$ cat config.mk
export PLATFORM = sky130hd
export DESIGN_NAME = dmem_access_ctrl
export DESIGN_NICKNAME = d
export VERILOG_FILES = /design/src/rtl/dmem_access_ctrl.sv
export SDC_FILE = /design/constraint.sdc
export NUM_CORES = 1
export LEC_CHECK = 0
export CORE_MARGIN = 2
export CORE_UTILIZATION = 38
export DETAILED_ROUTE_END_ITERATION = 7
export PLACE_DENSITY = 0.76
export SYNTH_ARGS = -nofsm -noshare
export SYNTH_HDL_FRONTEND = slang
export SYNTH_SLANG_ARGS = --single-unit
$ cat constraint.sdc
create_clock -name clk -period 1.7 [get_ports clk]
set_input_delay 0.17 -clock clk [delete_from_list [all_inputs] [get_ports clk]]
set_output_delay 0.17 -clock clk [all_outputs]
set_load 0.02 [all_outputs]
$ cat src/rtl/dmem_access_ctrl.sv
// Memory-stage controller: issues one load/store to a multi-cycle data memory, returns data/error.
// Latency: store resp at issue+MEM_LAT, load resp cycle after mem_data_valid (or TIMEOUT); misaligned resp next cycle.
// Backpressure: req_ready only in IDLE, stall holds upstream; DMEM_PERF_CNT_EN adds a saturating stall_cnt.
module dmem_access_ctrl #(
    parameter int MEM_LAT = 4,
    parameter int TIMEOUT = 15
) (
    input  logic        clk,
    input  logic        rst_n,
    input  logic        req_valid,
    input  logic        req_we,
    input  logic [15:0] req_addr,
    input  logic [15:0] req_wdata,
    output logic        req_ready,
    output logic        stall,
    output logic        resp_valid,
    output logic [15:0] resp_rdata,
    output logic        resp_err,
    output logic        mem_en,
    output logic        mem_wr,
    output logic [15:0] mem_addr,
    output logic [15:0] mem_wdata,
    input  logic [15:0] mem_rdata,
    input  logic        mem_data_valid
`ifdef DMEM_PERF_CNT_EN
    ,
    output logic [15:0] stall_cnt
`endif
);

    localparam int CNT_W = 8;

    typedef enum logic [2:0] {
        IDLE,
        ISSUE,
        BUSY_RD,
        BUSY_WR,
        RESP
    } state_t;

    state_t             state_q, state_d;
    logic [CNT_W-1:0]   cnt_q, cnt_d;
    logic               req_we_q, req_we_d;
    logic               mem_en_q, mem_en_d;
    logic               mem_wr_q, mem_wr_d;
    logic [15:0]        mem_addr_q, mem_addr_d;
    logic [15:0]        mem_wdata_q, mem_wdata_d;
    logic               resp_valid_q, resp_valid_d;
    logic               resp_err_q, resp_err_d;
    logic [15:0]        resp_rdata_q, resp_rdata_d;

    assign req_ready = (state_q == IDLE);
    assign stall     = (req_valid && state_q == IDLE) ||
                       (state_q == ISSUE) || (state_q == BUSY_RD) || (state_q == BUSY_WR);

    assign mem_en     = mem_en_q;
    assign mem_wr     = mem_wr_q;
    assign mem_addr   = mem_addr_q;
    assign mem_wdata  = mem_wdata_q;
    assign resp_valid = resp_valid_q;
    assign resp_err   = resp_err_q;
    assign resp_rdata = resp_rdata_q;

    always_comb begin
        state_d      = state_q;
        cnt_d        = cnt_q;
        req_we_d     = req_we_q;
        mem_en_d     = 1'b0;
        mem_wr_d     = mem_wr_q;
        mem_addr_d   = mem_addr_q;
        mem_wdata_d  = mem_wdata_q;
        resp_valid_d = 1'b0;
        resp_err_d   = 1'b0;
        resp_rdata_d = resp_rdata_q;
        case (state_q)
            IDLE: begin
                if (req_valid) begin
                    req_we_d = req_we;
                    if (req_addr[0]) begin
                        state_d      = RESP;
                        resp_valid_d = 1'b1;
                        resp_err_d   = 1'b1;
                        resp_rdata_d = 16'h0000;
                    end else begin
                        // Command regs load here so they are live during the ISSUE cycle.
                        state_d     = ISSUE;
                        mem_en_d    = 1'b1;
                        mem_wr_d    = req_we;
                        mem_addr_d  = req_addr;
                        mem_wdata_d = req_wdata;
                    end
                end
            end
            ISSUE: begin
                cnt_d   = '0;
                state_d = req_we_q ? BUSY_WR : BUSY_RD;
            end
            BUSY_WR: begin
                // ISSUE plus (MEM_LAT-1) busy cycles puts RESP at ISSUE+MEM_LAT.
                if (cnt_q == CNT_W'(MEM_LAT - 2)) begin
                    state_d      = RESP;
                    resp_valid_d = 1'b1;
                    resp_rdata_d = 16'h0000;
                end else begin
                    cnt_d = cnt_q + 1'b1;
                end
            end
            BUSY_RD: begin
                if (mem_data_valid) begin
                    state_d      = RESP;
                    resp_valid_d = 1'b1;
                    resp_rdata_d = mem_rdata;
                end else if (cnt_q == CNT_W'(TIMEOUT - 1)) begin
                    state_d      = RESP;
                    resp_valid_d = 1'b1;
                    resp_err_d   = 1'b1;
                    resp_rdata_d = 16'h0000;
                end else begin
                    cnt_d = cnt_q + 1'b1;
                end
            end
            RESP:    state_d = IDLE;
            default: state_d = IDLE;
        endcase
    end

    always_ff @(posedge clk) begin
        if (!rst_n) begin
            state_q      <= IDLE;
            cnt_q        <= '0;
            req_we_q     <= 1'b0;
            mem_en_q     <= 1'b0;
            mem_wr_q     <= 1'b0;
            mem_addr_q   <= 16'h0000;
            mem_wdata_q  <= 16'h0000;
            resp_valid_q <= 1'b0;
            resp_err_q   <= 1'b0;
            resp_rdata_q <= 16'h0000;
        end else begin
            state_q      <= state_d;
            cnt_q        <= cnt_d;
            req_we_q     <= req_we_d;
            mem_en_q     <= mem_en_d;
            mem_wr_q     <= mem_wr_d;
            mem_addr_q   <= mem_addr_d;
            mem_wdata_q  <= mem_wdata_d;
            resp_valid_q <= resp_valid_d;
            resp_err_q   <= resp_err_d;
            resp_rdata_q <= resp_rdata_d;
        end
    end

`ifdef DMEM_PERF_CNT_EN
    logic [15:0] stall_cnt_q, stall_cnt_d;

    always_comb begin
        stall_cnt_d = stall_cnt_q;
        if (stall && stall_cnt_q != 16'hFFFF) begin
            stall_cnt_d = stall_cnt_q + 16'd1;
        end
    end

    always_ff @(posedge clk) begin
        if (!rst_n) begin
            stall_cnt_q <= 16'h0000;
        end else begin
            stall_cnt_q <= stall_cnt_d;
        end
    end

    assign stall_cnt = stall_cnt_q;
`endif

endmodule

### Word level (Yosys, flattened, before mapping)

Index checks and enable logic that the tools add are counted.

| word-level totals | value |
|---|---|
| register bits | 63 |
| latch bits | 0 |
| RAM bits | 0 |
| ROM bits | 0 |
| input port bits | 53 |
| output and inout port bits | 54 |
| logic and storage cells | 63 |
| memories | 0 |

| operators by class | value |
|---|---|
| add/sub/neg operators | 1 |
| multipliers | 0 |
| divide/modulo/power cells | 0 |
| $lt $le $gt $ge | 0 |
| eq/ne operators | 12 |
| shift-type cells | 0 |
| multiplexer cells | 26 |
| bitwise logic cells | 1 |
| reduce and logical (&&, ||, !) cells | 13 |

Operators by type and width:

| operator | number |
|---|---|
| two-way mux 16 bit | 5 |
| case mux 16 bit (3 select lines) | 1 |
| two-way mux 8 bit | 3 |
| case mux 8 bit (3 select lines) | 1 |
| two-way mux 3 bit | 5 |
| case mux 3 bit (4 select lines) | 1 |
| != test 2 bit, second input constant | 5 |
| AND reduction 3 bit | 3 |
| adder 8 x 1 -> 8 bit, second input constant | 1 |
| equality test 8 x 2 -> 1 bit, second input constant | 1 |
| equality test 8 x 4 -> 1 bit, second input constant | 1 |
| two-way mux 1 bit | 8 |
| equality test 3 x 2 -> 1 bit, second input constant | 2 |
| nonzero test 3 bit | 2 |
| AND reduction 5 bit | 1 |
| AND reduction 4 bit | 1 |
| equality test 3 x 1 -> 1 bit, second input constant | 1 |
| logical NOT 3 bit | 1 |
| logical OR 1 bit | 3 |
| != test 3 x 2 -> 1 bit, second input constant | 1 |
| case mux 1 bit (3 select lines) | 1 |
| != test 2 x 1 -> 1 bit, second input constant | 1 |
| case mux 1 bit (2 select lines) | 1 |
| AND reduction 2 bit | 1 |
| 2 further kinds | 2 |

### Longest topological paths before layout

| depth | value |
|---|---|
| depth after elaboration | 5 |
| gate-level depth with buffers | 7 |
| gate-level depth less buffers | 5 |

### Worst setup path after synthesis

OpenSTA, ideal clock, no wires.

| timing | value |
|---|---|
| path kind | flip-flop to flip-flop |
| start point | register cnt_q[4] |
| end point | register resp_rdata_q[10], in the netlist resp_rdata[10] |
| setup time | 118 ps |
| arrival time | 1671 ps |
| data required time | 1582 ps |
| path slack | -88 ps |
| stages on the path, launching flop included | 7 |
| path buffers | 2 |
| period minus slack after synthesis | 1788 ps |
| cells stage by stage | dfxtp_1 -> nor4_4 -> o211ai_2 -> a311o_1 -> buf_6 -> buf_8 -> a32o_2 |

| between the ends | value |
|---|---|
| cells in the longest elaborated chain, start to end | 3 |
| elaborated cells on any way between the ends | 5 |
| classes of those cells | eq/ne: 4; reduce/logical: 1 |

Ends and longest elaborated chain:

| item | RTL line | source |
|---|---|---|
| start, declared | 42 | `logic [CNT_W-1:0] cnt_q, cnt_d;` |
| start signal, assigned | 141 | `cnt_q <= cnt_d;` |
| equality test 8 x 4 -> 1 bit or equality test 8 x 2 -> 1 bit (tied branches) | 113, 100 |  |
| != test 3 x 2 -> 1 bit (no source line) or != test 2 x 1 -> 1 bit (tied branches) | n/a |  |
| AND reduction 5 bit (no source line) (*) | n/a |  |
| end signal, assigned | 149 | `resp_rdata_q <= resp_rdata_d;` |
| end, declared | 50 | `logic [15:0] resp_rdata_q, resp_rdata_d;` |

Every way passes the cells marked *; elsewhere a longest branch is shown, timed or not.
A chain may end at the register's enable or synchronous reset.

### Worst setup path after layout

| timing | value |
|---|---|
| start point | register cnt_q[7] |
| end point | register resp_rdata_q[3], in the netlist resp_rdata[3] |

Same word-level chain as after synthesis.

==> summary.txt <==
Floorplanning
  • Die span in y: 84.6 µm
  • Die width: approximately 85 µm
  • Starting density of the core: 0.391
  • Row Count: 29
  • Full die area: around 0.007 mm²
  • Placeable core area: between 0.006 and 0.007 mm²
  • Io pins: about 110

CTS
  • Longest Clk Path Bufs: 2
  • Worst-Skew Late Latency: approximately 330 ps
  • Hold-fix buffers, CTS: 0
  • Clock Sink Count: 63
  • CTS tree: done
  • Total CTS buffers: 9
  • Htree depth: 3
  • CTS clock-pin slew for the worst setup and hold paths: around 70 ps
  • Root Buffer: clkbuf_8

GRT
  • Number of global-route vias before repair: between 2000 and 2500
  • GRT Total Usage: 0.187
  • Antenna violations before repair: 0
  • Grt ovf: 0
  • First-pass GRT wire length: approximately 11000 µm
  • Largest net degree at the start of global routing: 38

Setup path
  • Critical path type: reg -> reg
  • CP Capture Type: flip-flop
  • Reg2reg start: cnt_q[7]
  • CP Data Required Time: about 1900 ps
  • CP arrival: roughly 1900 ps
  • Crit path launch type: flip-flop
  • Crit path max fanout: 17
  • R2R setup slack: about 9.4 ps
  • R2R depth: 5
  • FF-to-FF End: resp_rdata[3]

Timing
  • Final setup skew: approximately 9.5 ps
  • Hold WS: approximately 380 ps
  • Final setup vio count: 0
  • RSZ-0062 raised after global routing: yes
  • FMAX: between 500 and 600 MHz
  • Final Cycle Share: 0.994
  • Final WS setup: roughly 9.4 ps
  • Final hold viol count: 0
  • Post-route minimum period: around 1700 ps
  • Final Max Tran Viols: 0

Route
  • WL/cell: 14.1 µm
  • Initial DRC count: 115
  • Vias: 2528
  • First-pass iteration count of the detailed router: 4
  • ANT nets after route: 0
  • DRT Wirelength: 6990 µm
  • Vias per inst: between 5 and 6
  • Remaining DRCs: 0

Cells and area
  • Area growth, synth to finish: 67.0%
  • Most common cell after layout, fill and taps aside: clkdlybuf4s50_1
  • Filler cell count in the final layout: roughly 540
  • Cell area after layout: slightly above 0.004 mm²
  • Share of layout cells above drive strength 1: 0.174
  • Register area: about 0.0013 mm²
  • Multi-input gate area: roughly 0.0011 mm²
  • Fin nets: between 400 and 500
  • # diodes: 0
  • Most frequent cells in the layout: clkdlybuf4s50_1 (103), nand2_1 (75), dfxtp_1 (60), a21oi_1 (34), buf_4 (30)

Worst hold path
  • Tightest Hold Check Type: in -> reg
  • Hold Path Origin: req_wdata[2]
  • Hold endpoint: mem_wdata[2]
  • WHS Path Cells: 3

Outcome
  • Status: complete, no violations

Job
  • Max Cap Viol: 0

Power and ir drop
  • Power consumption: between 4 and 5 mW
  • VDD IR max: around 0.83 mV
  • P_leak: around 1.6 nW
  • Power per standard cell area: approximately 1100 mW/mm²

Yosys
  • Main combinational cell family by area after synthesis: simple AND/OR/NAND/NOR gates
  • Synth Flop Type: dfxtp_1
  • Cell area after synthesis: 0.00247 mm²
  • Syn Nets: 336
  • Synth Area in Simple Gates: 0.225
  • Mux cell area share after synthesis: 0
  • Synth Area in Compound Gates: 0.204
  • Yosys warnings: 0
  • Number of synthesized flops with an enable pin: 0
  • Synth Area in XOR/XNOR: 0
  • Seq cells post-synth: 63
  • Post-synth cell types: between 40 and 50
  • Post-Synth Adder-Cell Area: 0.0101
  • Register area share after synthesis: 0.511
  • Post-synth ARST share: 0
  • Synthesized instance count: 281
  • Avg Cell Area, Syn: between 8 and 9 µm²

Place
  • Placed Area: between 0.003 and 0.004 mm²
  • Setup Slack @ Placement: -255 ps
  • Number of port buffers: 105
  • Routability cong.: 0.825
  • DP HPWL: approximately 4600 µm
[power by group]
part / internal, mW / switching, mW
Combinational: 0.780 / 0.762
Clock: 0.905 / 0.558
Sequential: 1.63 / 0.0798
[worst max-delay path by stage]
| stage | startpoint | end | cells past startpoint |
|---|---|---|---|
| global route | state_q[2] | mem_addr[13] | 5 |
| floorplan | cnt_q[7] | resp_rdata[10] | 6 |
| CTS | cnt_q[5] | resp_rdata[3] | 5 |
| global placement | req_valid | stall | 4 |
| detailed placement | req_valid | stall | 4 |
| finish | cnt_q[7] | resp_rdata[3] | 5 |
[sequential cells by signal, summed over array words and instances (netlist names)]
register    flops
mem_addr       15
resp_rdata     16
mem_en          1
cnt_q           8
state_q         3
mem_wdata      16
mem_wr          1
resp_err        1
resp_valid      1
req_we_q        1
[Yosys cell counts (all sizes together) (2+ instances only)]
cell type / count / area (µm²)
nand2: 75 / 282
dfxtp: 63 / 1260
a21oi: 35 / 175
a32o: 16 / 170
buf: 10 / 67.6
nor2: 10 / 37.5
clkbuf: 9 / 33.8
nor4: 6 / 52.6
inv: 5 / 18.8
nand3: 5 / 25.0
nor3: 5 / 25.0
nand2b: 4 / 25.0
o21ai: 3 / 15.0
o22ai: 3 / 18.8
a22o: 2 / 18.8
a31oi: 2 / 12.5
ha: 2 / 25.0
nand4: 2 / 12.5
nor2b: 2 / 12.5
o211ai: 2 / 20.0
or3: 2 / 12.5
[worst max-delay path, stage by stage (launching register included)]
cell and delay [ps]:
dfxtp_2 330, nor4_4 330, o211ai_2 150, a311o_1 330
buf_12 170, a32o_1 250
[repair_timing]
item                       4_1_cts  5_1_grt
gates resized for setup          5        6
setup endpoints to repair       18       29
pin swaps                        2        4
gates cloned                     0        3
setup buffers                    1        1
[area by class of cell]
cell class                      instances  area share
Timing Repair Buffer                  141       0.341
Tap cell                               77      0.0234
Inverter                                5     0.00456
Clock buffer                           13      0.0386
Multi-Input combinational cell        194       0.270
Clock inverter                          3      0.0158
Sequential cell                        63       0.307
[cells by family after synthesis]
family | count (synthesis)
fa+ha+maj | 2
other cells | 1
buf+inv | 24
simple gates | 120
compound gates | 71
flops | 63
[through the flow]
step	TNS, ps	util	std cells
detailed placement	-7260	0.602	476
finish	0	0.653	496
global placement	-6680	0.602	476
floorplan	-24.9	-	281
CTS	0	0.638	493
global route	-399	0.653	496
[routing by layer]
metal,global-route usage,part of all wire,up-vias
met4,0.0823,0.029,0
met2,0.294,0.47,91
met5,0,0,-
li1,-,-,1258
met3,0.0590,0.072,17
met1,0.237,0.43,1162
Note: power is estimated with default switching activity, not from simulation.
